<file path="src/rtl/game_status_pkg.sv">
// game_status_pkg: shared state encoding, default round constants and kill popcount. Rev 1.0
`default_nettype none

package game_status_pkg;

  typedef enum logic [1:0] {
    IDLE     = 2'd0,
    CLASSIC  = 2'd1,
    INFINITY = 2'd2,
    OVER     = 2'd3
  } game_state_t;

  localparam int LIVES_INIT_DEF     = 3;
  localparam int ENEMY_TOTAL_DEF    = 20;
  localparam int SCORE_PER_KILL_DEF = 100;
  localparam int SCORE_MAX_DEF      = 9999;

  function automatic logic [2:0] popcount4(input logic [3:0] v);
    return 3'(v[0]) + 3'(v[1]) + 3'(v[2]) + 3'(v[3]);
  endfunction

endpackage

`default_nettype wire

</file>
<file path="src/rtl/game_status_tracker_game_sec_tick.sv">
// game_sec_tick: free-running seconds prescaler, one-cycle tick every TICKS_PER_SEC clocks. Rev 1.0
`default_nettype none

module game_sec_tick #(
  parameter int TICKS_PER_SEC = 100_000_000
) (
  input  logic clk,
  input  logic rst,
  input  logic clr,
  output logic tick
);

  localparam int CW = (TICKS_PER_SEC > 1) ? $clog2(TICKS_PER_SEC) : 1;
  localparam logic [CW-1:0] LAST = CW'(TICKS_PER_SEC - 1);

  logic [CW-1:0] count;

  assign tick = !clr && (count == LAST);

  always_ff @(posedge clk) begin
    if (rst || clr) begin
      count <= '0;
    end else if (count == LAST) begin
      count <= '0;
    end else begin
      count <= count + 1'b1;
    end
  end

endmodule

`default_nettype wire

</file>
<file path="src/rtl/game_status_tracker.sv">
// game_status_tracker: round lives/score/enemy/time bookkeeping and gameover requests.
// Optional infinity-mode time limit enabled by defining GAME_TIMER_EN. Rev 1.0
`default_nettype none

module game_status_tracker
  import game_status_pkg::*;
#(
  parameter int LIVES_INIT     = LIVES_INIT_DEF,
  parameter int ENEMY_TOTAL    = ENEMY_TOTAL_DEF,
  parameter int SCORE_PER_KILL = SCORE_PER_KILL_DEF,
  parameter int SCORE_MAX      = SCORE_MAX_DEF,
  parameter int TIME_LIMIT     = 120,
  parameter int TICKS_PER_SEC  = 100_000_000
) (
  input  logic        clk,
  input  logic        rst,
  input  logic        enable_game_classic,
  input  logic        enable_game_infinity,
  input  logic        mytank_hit,
  input  logic [3:0]  enytank_kill,
  input  logic        reward_life,
  output logic        gameover_classic,
  output logic        gameover_infinity,
  output logic        game_won,
  output logic [2:0]  lives,
  output logic [15:0] score,
  output logic [5:0]  enemies_left,
  output logic [7:0]  time_left
);

  localparam logic [2:0]  LIVES_RELOAD = 3'(LIVES_INIT);
  localparam logic [5:0]  ENEMY_RELOAD = 6'(ENEMY_TOTAL);
`ifdef GAME_TIMER_EN
  localparam logic [7:0]  TIME_RELOAD  = 8'(TIME_LIMIT);
  localparam bit          TIMER_ON     = 1'b1;
`else
  localparam logic [7:0]  TIME_RELOAD  = 8'd0;
  localparam bit          TIMER_ON     = 1'b0;
`endif

  game_state_t state, state_nx;
  logic        go_c_nx, go_i_nx, won_nx;
  logic [2:0]  lives_nx, lives_upd, kills;
  logic [15:0] score_nx, score_upd;
  logic [5:0]  enemies_nx, enemies_upd;
  logic [7:0]  time_nx, time_upd;
  logic [31:0] score_sum;
  logic        sec_tick;

`ifdef GAME_TIMER_EN
  game_sec_tick #(
    .TICKS_PER_SEC(TICKS_PER_SEC)
  ) u_sec_tick (
    .clk  (clk),
    .rst  (rst),
    .clr  (state != INFINITY),
    .tick (sec_tick)
  );
`else
  logic unused_timer_cfg;
  assign unused_timer_cfg = (TIME_LIMIT == 0) ^ (TICKS_PER_SEC == 0);
  assign sec_tick = 1'b0;
`endif

  // Saturating candidate updates; the FSM decides which ones are committed.
  always_comb begin
    kills       = popcount4(enytank_kill);
    score_sum   = 32'(score) + 32'(kills) * 32'(SCORE_PER_KILL);
    score_upd   = (score_sum > 32'(SCORE_MAX)) ? 16'(SCORE_MAX) : score_sum[15:0];
    enemies_upd = (enemies_left > 6'(kills)) ? enemies_left - 6'(kills) : 6'd0;
    time_upd    = (sec_tick && time_left != 8'd0) ? time_left - 8'd1 : time_left;
    lives_upd   = lives;
    if (mytank_hit && !reward_life) begin
      lives_upd = (lives == 3'd0) ? 3'd0 : lives - 3'd1;
    end else if (reward_life && !mytank_hit) begin
      lives_upd = (lives == 3'd7) ? 3'd7 : lives + 3'd1;
    end
  end

  always_comb begin
    state_nx   = state;
    go_c_nx    = gameover_classic;
    go_i_nx    = gameover_infinity;
    won_nx     = game_won;
    lives_nx   = lives;
    score_nx   = score;
    enemies_nx = enemies_left;
    time_nx    = time_left;
    case (state)
      IDLE: begin
        if (enable_game_classic || enable_game_infinity) begin
          state_nx   = enable_game_classic ? CLASSIC : INFINITY;
          go_c_nx    = 1'b0;
          go_i_nx    = 1'b0;
          won_nx     = 1'b0;
          lives_nx   = LIVES_RELOAD;
          score_nx   = 16'd0;
          enemies_nx = ENEMY_RELOAD;
          time_nx    = TIME_RELOAD;
        end
      end
      CLASSIC: begin
        if (!enable_game_classic) begin
          state_nx = IDLE;
        end else begin
          lives_nx   = lives_upd;
          score_nx   = score_upd;
          enemies_nx = enemies_upd;
          if (lives_upd == 3'd0 || enemies_upd == 6'd0) begin
            state_nx = OVER;
            go_c_nx  = 1'b1;
            won_nx   = (lives_upd != 3'd0);
          end
        end
      end
      INFINITY: begin
        if (!enable_game_infinity) begin
          state_nx = IDLE;
        end else begin
          lives_nx = lives_upd;
          score_nx = score_upd;
          time_nx  = time_upd;
          if (lives_upd == 3'd0 || (TIMER_ON && time_upd == 8'd0)) begin
            state_nx = OVER;
            go_i_nx  = 1'b1;
            won_nx   = (lives_upd != 3'd0);
          end
        end
      end
      OVER: begin
        if (!enable_game_classic && !enable_game_infinity) begin
          state_nx = IDLE;
          go_c_nx  = 1'b0;
          go_i_nx  = 1'b0;
          won_nx   = 1'b0;
        end
      end
      default: state_nx = IDLE;
    endcase
  end

  always_ff @(posedge clk) begin
    if (rst) begin
      state             <= IDLE;
      gameover_classic  <= 1'b0;
      gameover_infinity <= 1'b0;
      game_won          <= 1'b0;
      lives             <= LIVES_RELOAD;
      score             <= 16'd0;
      enemies_left      <= ENEMY_RELOAD;
      time_left         <= TIME_RELOAD;
    end else begin
      state             <= state_nx;
      gameover_classic  <= go_c_nx;
      gameover_infinity <= go_i_nx;
      game_won          <= won_nx;
      lives             <= lives_nx;
      score             <= score_nx;
      enemies_left      <= enemies_nx;
      time_left         <= time_nx;
    end
  end

endmodule

`default_nettype wire

</file>
<file path="config.mk">
export PLATFORM = sky130hd
export DESIGN_NAME = game_status_tracker
export DESIGN_NICKNAME = d
export VERILOG_FILES = /design/src/rtl/game_status_pkg.sv /design/src/rtl/game_status_tracker_game_sec_tick.sv /design/src/rtl/game_status_tracker.sv
export SDC_FILE = /design/constraint.sdc
export NUM_CORES = 1
export LEC_CHECK = 0
export ABC_CLOCK_PERIOD_IN_PS = 4450
export BUFFER_PORTS_ARGS = -buffer_cell sky130_fd_sc_hd__buf_4
export CAP_MARGIN = 5
export CELL_PAD_IN_SITES_DETAIL_PLACEMENT = 0
export CELL_PAD_IN_SITES_GLOBAL_PLACEMENT = 1
export CORE_ASPECT_RATIO = 0.5
export CORE_MARGIN = 10
export CORE_UTILIZATION = 41
export CTS_BUF_LIST = sky130_fd_sc_hd__clkbuf_16
export DETAILED_ROUTE_END_ITERATION = 7
export GPL_TIMING_DRIVEN = 0
export PLACE_DENSITY = 0.77
export SLEW_MARGIN = 15
export SYNTH_ARGS = -nofsm -noshare
export SYNTH_HDL_FRONTEND = slang
export SYNTH_SLANG_ARGS = --single-unit
</file>
<file path="constraint.sdc">
create_clock -name clk -period 4.45 [get_ports clk]
set_input_delay 0.2225 -clock clk [delete_from_list [all_inputs] [get_ports clk]]
set_output_delay 0.2225 -clock clk [all_outputs]
set_load 0.02 [all_outputs]
</file>
# ---- After elaboration in Yosys (flattened, before gate mapping)
# Index checks and enable logic that the tools add are counted.
dict set report word_totals {
  in_bits 10
  out_inout_bits 36
  word_cells 91
  reg_bits 30
}
dict set report op_classes {
  n_reduce_logical 24
  muxes 38
  add_sub_neg 7
  order_cmp 2
  multipliers 1
  n_eq_ne 12
}
# op count
set op_table {}
lappend op_table {{$mux 16} 4}
lappend op_table {{$pmux 16 s3} 1}
lappend op_table {{$mux 3} 7}
lappend op_table {{$mux 6} 3}
lappend op_table {{$add 16x10->17} 1}
lappend op_table {{$gt 17x14->1 const B} 1}
lappend op_table {{$mux 2} 7}
lappend op_table {{$ne 2x2->1 const B} 6}
lappend op_table {{$pmux 6 s2} 1}
lappend op_table {{$reduce_bool 3->1} 4}
lappend op_table {{$mux 1} 10}
lappend op_table {{$reduce_and 5->1} 2}
lappend op_table {{$pmux 3 s3} 1}
lappend op_table {{$mul 3x5->8 const B} 1}
lappend op_table {{$pmux 2 s4} 1}
lappend op_table {{$reduce_and 4->1} 2}
lappend op_table {{$gt 6x3->1} 1}
lappend op_table {{$logic_not 3->1} 2}
lappend op_table {{$logic_not 6->1} 1}
lappend op_table {{$ne 3x3->1 const B} 2}
lappend op_table {{$pmux 1 s3} 2}
lappend op_table {{$reduce_and 6->1} 1}
lappend op_table {{$sub 6x3->6} 1}
lappend op_table {{$eq 2x2->1 const B} 2}
lappend op_table {{14 further kinds} 20}

# ---- Logic depth before layout (Yosys ltp)
# Gate-level depths: netlist (run 1).
dict set report depth {
  ltp_word 10
  depth_mapped 14
  depth_no_buf 13
}

# ---- Worst setup path before layout (run 1)
# No wires, ideal clock.
dict set report synth_path {
  kind {input to register}
  start {input port enytank_kill[0]}
  end {register score[12]}
  t_arrival_ns 3.744
  setup_slack_ns 0.584
  path_buffers 1
  cell_stages 14
  setup_time_ns 0.122
  path_cell_list {fa_1 ha_1 inv_1 fa_1 inv_1 ha_1 buf_2 nand2_2 o31ai_4 a21oi_2 or3_4 a2111oi_4 nor3_2 a221o_1}
}
dict set report synth_between {
  elab_chain_cells 9
}
# element line_no
set synth_rtl {}
lappend synth_rtl {{start, declared} game_status_tracker.sv:20} ;# input logic [3:0] enytank_kill,
lappend synth_rtl {{$add 1x1->2 *} game_status_pkg.sv:19} ;# return 3'(v[0]) + 3'(v[1]) + 3'(v[2]) + 3'(v[3]);
lappend synth_rtl {{$add 2x1->3 *} game_status_pkg.sv:19}
lappend synth_rtl {{$add 3x1->3 *} game_status_pkg.sv:19}
lappend synth_rtl {{$mul 3x5->8 *} game_status_tracker.sv:68} ;# score_sum = 32'(score) + 32'(kills) * 32'(SCORE_PER_KILL);
lappend synth_rtl {{$add 16x10->17 *} game_status_tracker.sv:68}
lappend synth_rtl {{$gt 17x14->1} game_status_tracker.sv:69} ;# score_upd = (score_sum > 32'(SCORE_MAX)) ? 16'(SCORE_MAX) : score_sum[15:0];
lappend synth_rtl {{$mux 16 *} game_status_tracker.sv:69}
lappend synth_rtl {{$mux 16 (on tied branches)} {game_status_tracker.sv:117, game_status_tracker.sv:103}}
lappend synth_rtl {{$pmux 16 s3 *} game_status_tracker.sv:89} ;# case (state)
lappend synth_rtl {{end signal, assigned} game_status_tracker.sv:158} ;# score <= score_nx;
lappend synth_rtl {{end, declared} game_status_tracker.sv:26} ;# output logic [15:0] score,
# Mark *: on every way between the ends. The rest lies on a longest branch, timed or not. The select of a mux whose other input is x is not followed.
# A chain may end at the register's enable or synchronous reset.

# ---- Final worst setup path (run 1)
# Same ends and word-level chain as after synthesis.

==> results.toml, run 1 <==
[cells_and_area]
antenna_cells = 0
postLayoutCellArea_sq_um = 2988
finalNetCount = 390
fill_cells = 551
layout_common_cells = "buf_4, dfxtp_1, nor2_1"
layout_commonest_cell = "buf_4"
drive_gt1_share_pct = 17.66
area_delta_synth_final_pct = 21.40

[placed_design]
dp_hpwl_mm = 5.119
gp_congestion = 0.8726
dpl_cell_area_sq_um = 2849
portBuffers = 36

[synth]
synth_top_area_cell = "dfxtp_1"
yosysUniqueCellTypes = 56
synth-edff-count = 0
synth_flop_cell = "dfxtp_1"
ys_ff_latch = 29
netlist_area_sq_um = 2461
netlist_instances = 301
ys_top_cells_by_area = "dfxtp_1, ha_1, fa_1"
ys_warn_count = 0
avgSynthCellArea_sq_um = 8.176
ys_async_sr_fraction_pct = 0
synth_top_cell_area_share_pct = 23.59
yosysSeqAreaShare_pct = 23.59

[global_routing]
overflow = 0
grt_pass1_vias = 2201
antenna_found_initial = 0
grt_use_total_pct = 13.29
grt_pass1_wl_mm = 10.57
grt_max_degree = 11

[clock_tree]
htree_levels = 2
postCtsHoldBufs = 0
clock-sinks = 29
path_clk_slew_ns = 0.05
cts_resized = 0
cts-root-buf = "clkbuf_16"
numCtsBuffers = 5
cts_tree = "done"
post_cts_buffers = 0
cts_buffer_depth = 2
worstSkewPairLatency_ns = 0.27

[route]
firstDrtPassIters = 4
drc_errors = 0
ant_nets = 0
vias = 2321
wire_per_inst_um = 15.03
drt_iter0_markers = 103
avgViaCountPerCell = 5.474
finalWirelength_mm = 6.373

[floorplan]
core_sq_um = 5634
rows = 19
die-area_sq_um = 9690
die_width_um = 129.6
start_util_pct = 43.68
io-pin-count = 46
die_h_um = 74.79

[critical_path]
path_class = "in -> reg"
cp-end-kind = "flop"
cp.required_ns = 4.60
crit_fanout = 6
critical_path_arrival_ns = 4.22
start_kind = "input pin"

[sta]
slew_violations = 0
period_needed_ns = 4.063
fin_skew_ns = 0.007580
setup_violations = 0
worst_pin_slew_ns = 0.5716
fin_setup_tns_ns = 0
worst_hold_slack_ns = 0.3417
slew_headroom_pct = 61.67
min_period_over_period_pct = 91.30
rsz0062_at_grt = "false"
fmax_mhz = 246.1
finalHoldViolCount = 0

[worst_hold_path]
hold_path.class = "in -> reg"

[power_and_ir_drop]
peakVddDrop_mv = 0.2226
p_leak_nw = 1.331
powerDensity_nw_per_um2 = 506.2

[run_status]
status = "finished, final reports clean"

[job]
maxCapViolCount = 0
synthesized netlist by cell type (5+ instances only):
master and n:
a211oi_1 6, a21o_1 6, a21oi_1 16, and2_1 5, buf_4 9, clkbuf_1 6, dfxtp_1 29, fa_1 5
ha_1 24, inv_1 24, nand2_1 15, nand2b_1 11, nand3_1 8, nor2_1 26, nor2b_1 5, nor3_1 7
o21ai_0 19, xnor2_1 5, xor2_1 6
metrics by stage:
| stage | power [mW] | cells | setup slack [ns] | util [%] |
|---|---|---|---|---|
| after global placement | 1.182 | 417 | 0.06232 | 50.57 |
| after detailed placement | 1.199 | 417 | 0.03085 | 50.57 |
| final | 1.513 | 424 | 0.3872 | 53.03 |
| after CTS | 1.520 | 424 | 0.2539 | 52.92 |
| after floorplan | 0.9670 | 308 | 0.5840 | - |
| after global routing | 1.632 | 424 | 0.08128 | 53.03 |
layout make-up:
cell class | instances | area (sq um) | share of cell area [%]
plain buffers | 18 | 103.9 | 3.476
clock buffers | 5 | 125.1 | 4.188
well taps | 73 | 91.34 | 3.057
clock inverters | 2 | 7.507 | 0.2513
repair buffers | 36 | 270.3 | 9.045
multi-input cells | 237 | 1719 | 57.54
flip-flops and latches | 29 | 580.6 | 19.43
inverters | 24 | 90.09 | 3.015
where the power goes:
group	internal [mW]	leakage, nW	switching, mW	total [mW]
clock	0.199	0.0685	0.113	0.313
sequential	0.308	0.235	0.0482	0.356
combinational	0.330	1.03	0.514	0.844
sequential cells by signal, indices dropped and copies added, names as in the netlist:
signal / count
lives: 3
game_won: 1
score: 15
enemies_left: 6
gameover_classic: 1
gameover_infinity: 1
state: 2
worst paths after layout:
| kind | from | endpoint | slack (ns) | depth (start not counted) |
|---|---|---|---|---|
| setup / recovery | enytank_kill[0] | score[12] | 0.39 | 15 |
| hold / removal | enable_game_infinity | game_won | 0.34 | 4 |
| setup reg to reg | score[2] | score[12] | 1.36 | 9 |
| hold reg to reg | game_won | game_won | 0.50 | 2 |
critical path, cell delays in order:
cell	delay (ns)
buf_4	0.11
fa_1	0.47
ha_1	0.39
inv_1	0.08
fa_1	0.49
inv_1	0.05
ha_1	0.26
buf_2	0.17
nand2_2	0.08
o31ai_4	0.39
a21oi_2	0.16
or3_4	0.40
a2111oi_4	0.47
nor3_4	0.13
a221o_1	0.33
kinds of logic after synthesis:
logic type	after synthesis	share of synthesized area (%)
AO/OA/AOI/OAI	87	25.47
multiplexers	6	2.542
flip-flops	29	23.59
buffers and inverters	42	7.880
XOR/XNOR	11	3.914
other	1	0.1524
AND/OR/NAND/NOR	96	20.18
adder cells (fa/ha/maj)	29	16.27
per-layer routing:
layer  vias to the layer above  global-route usage [%]  share of wire [%]
met4                         0                   3.342               0.88
met1                      1085                   17.31                 48
met2                        63                   21.05                 44
li1                       1168                       -                  -
met5                         -                       0                  0
met3                         5                   4.205                7.3
Note: power is estimated with default switching activity, not from simulation.
==> run 2: changes to the inputs <==
- CELL_PAD_IN_SITES_DETAIL_PLACEMENT: 0 -> not set
- CELL_PAD_IN_SITES_GLOBAL_PLACEMENT: 1 -> not set
- CORE_UTILIZATION: 41 -> 56
- CTS_CLUSTER_SIZE: not set -> 24
==> results.toml, run 2 (synthesis results as in run 1) <==
[cells_and_area]
finalNetCount = 390
antenna_cells = 0
layout_common_cells = "buf_4, dfxtp_1, nor2_1"
top_regs = "score x15, enemies_left x6, lives x3"
largest-register = "score"
area_delta_synth_final_pct = 20.44
utilization_pct = 72.94
postLayoutCellArea_sq_um = 2964
final_cells = 406
largest_reg_flops = 15
layout_commonest_cell = "buf_4"
drive_gt1_share_pct = 18.18

[clock_tree]
postCtsHoldBufs = 0
htree_levels = 2
cts_resized = 0
cts-root-buf = "clkbuf_16"
cts_buffer_depth = 2
clock-sinks = 29
numCtsBuffers = 5
post_cts_buffers = 0
worstSkewPairLatency_ns = 0.28
path_clk_slew_ns = 0.06
cts_tree = "done"

[route]
avgViaCountPerCell = 5.778
drc_errors = 0
dr_wl_met3_um = 417
drt_iter0_markers = 132
vias = 2346
wl_met1_mm = 3.010
ant_nets = 0
wire_per_inst_um = 15.58
routed.top_layer = "met4"
firstDrtPassIters = 5
wl_met2_mm = 2.837
finalWirelength_mm = 6.326

[power_and_ir_drop]
power_mw = 1.519
powerDensity_nw_per_um2 = 512.6
peakVddDrop_mv = 0.3494
p_leak_nw = 1.337

[floorplan]
rows = 16
io-pin-count = 46
core_sq_um = 4064
die_width_um = 113.8
start_util_pct = 60.56
die-area_sq_um = 7607
die_h_um = 66.88

[global_routing]
antenna_found_initial = 0
grt_pass1_vias = 2148
grt_max_degree = 11
overflow = 0
grt_pass1_wl_mm = 10.08
grt_use_total_pct = 16.04

[critical_path]
critical_path_arrival_ns = 4.39
r2r_slack_ns = 1.36
crit_path_top_delay_cell = "fa_1"
slowest_delay_ns = 0.50
cp-end-kind = "flop"
crit_buf_inv = 4
path_class = "in -> reg"
cp.required_ns = 4.67
cp_top_family = "adder cells"
path_cells = "buf_4 > fa_1 > ha_1 > inv_1 > fa_1 > inv_1 > ha_1 > buf_2 > a21oi_1 > o31ai_4 > a2111oi_0 > a311o_1 > nand4_1 > nor3_2 > a221o_1"
crit_fanout = 7
start_kind = "input pin"

[sta]
rsz0062_at_grt = "false"
setup_violations = 0
period_needed_ns = 4.174
setup_ws_ns = 0.2756
worst_pin_slew_ns = 0.6438
fmax_mhz = 239.6
worst_hold_slack_ns = 0.3626
min_period_over_period_pct = 93.81
fin_setup_tns_ns = 0
finalHoldViolCount = 0
slew_headroom_pct = 57.08
fin_skew_ns = 0.009021
slew_violations = 0

[placed_design]
dpl_cell_area_sq_um = 2825
place_ws_ns = 0.09724
portBuffers = 36
dp_hpwl_mm = 4.870
place_inst = 398
gp_congestion = 0.9301

[worst_hold_path]
hold_path.class = "in -> reg"

[run_status]
status = "finished, final reports clean"

[job]
maxCapViolCount = 0
## run 2: worst reg2reg max path, delay by kind of cell, from the launching register on
family	cells	cell delay [ns]
fa+ha+maj	2	0.69
simple gates	2	0.68
compound gates	5	1.34
flops	1	0.33
## run 2: final timing paths
check                           depth (start not counted)   endpoint                 start
worst max-delay path                                   15  score[12]       enytank_kill[0]
worst min-delay path                                    4   game_won  enable_game_infinity
worst min register to register                          2   game_won              game_won
worst max register to register                          9  score[12]              score[2]
## run 2: final cells by class
class | count | area, sq um
clock buffers | 5 | 125.1
inverters | 24 | 90.09
clock inverters | 3 | 13.76
plain buffers | 18 | 103.9
repair buffers | 36 | 270.3
multi-input cells | 237 | 1713
well taps | 54 | 67.56
flip-flops and latches | 29 | 580.6
fillers | 357 | 1100
## run 2: per-layer routing
metal  global-route usage [%]  up-vias
met5                        0        -
met4                    3.931        0
met3                    5.451        9
met2                    25.85       69
met1                    20.20     1096
li1                         -     1172
## run 2: report_power, final
group / switching [mW] / total, mW / internal [mW]
sequential: 0.0463 / 0.354 / 0.308
combinational: 0.512 / 0.841 / 0.329
clock: 0.121 / 0.324 / 0.203
total: 0.680 / 1.52 / 0.840
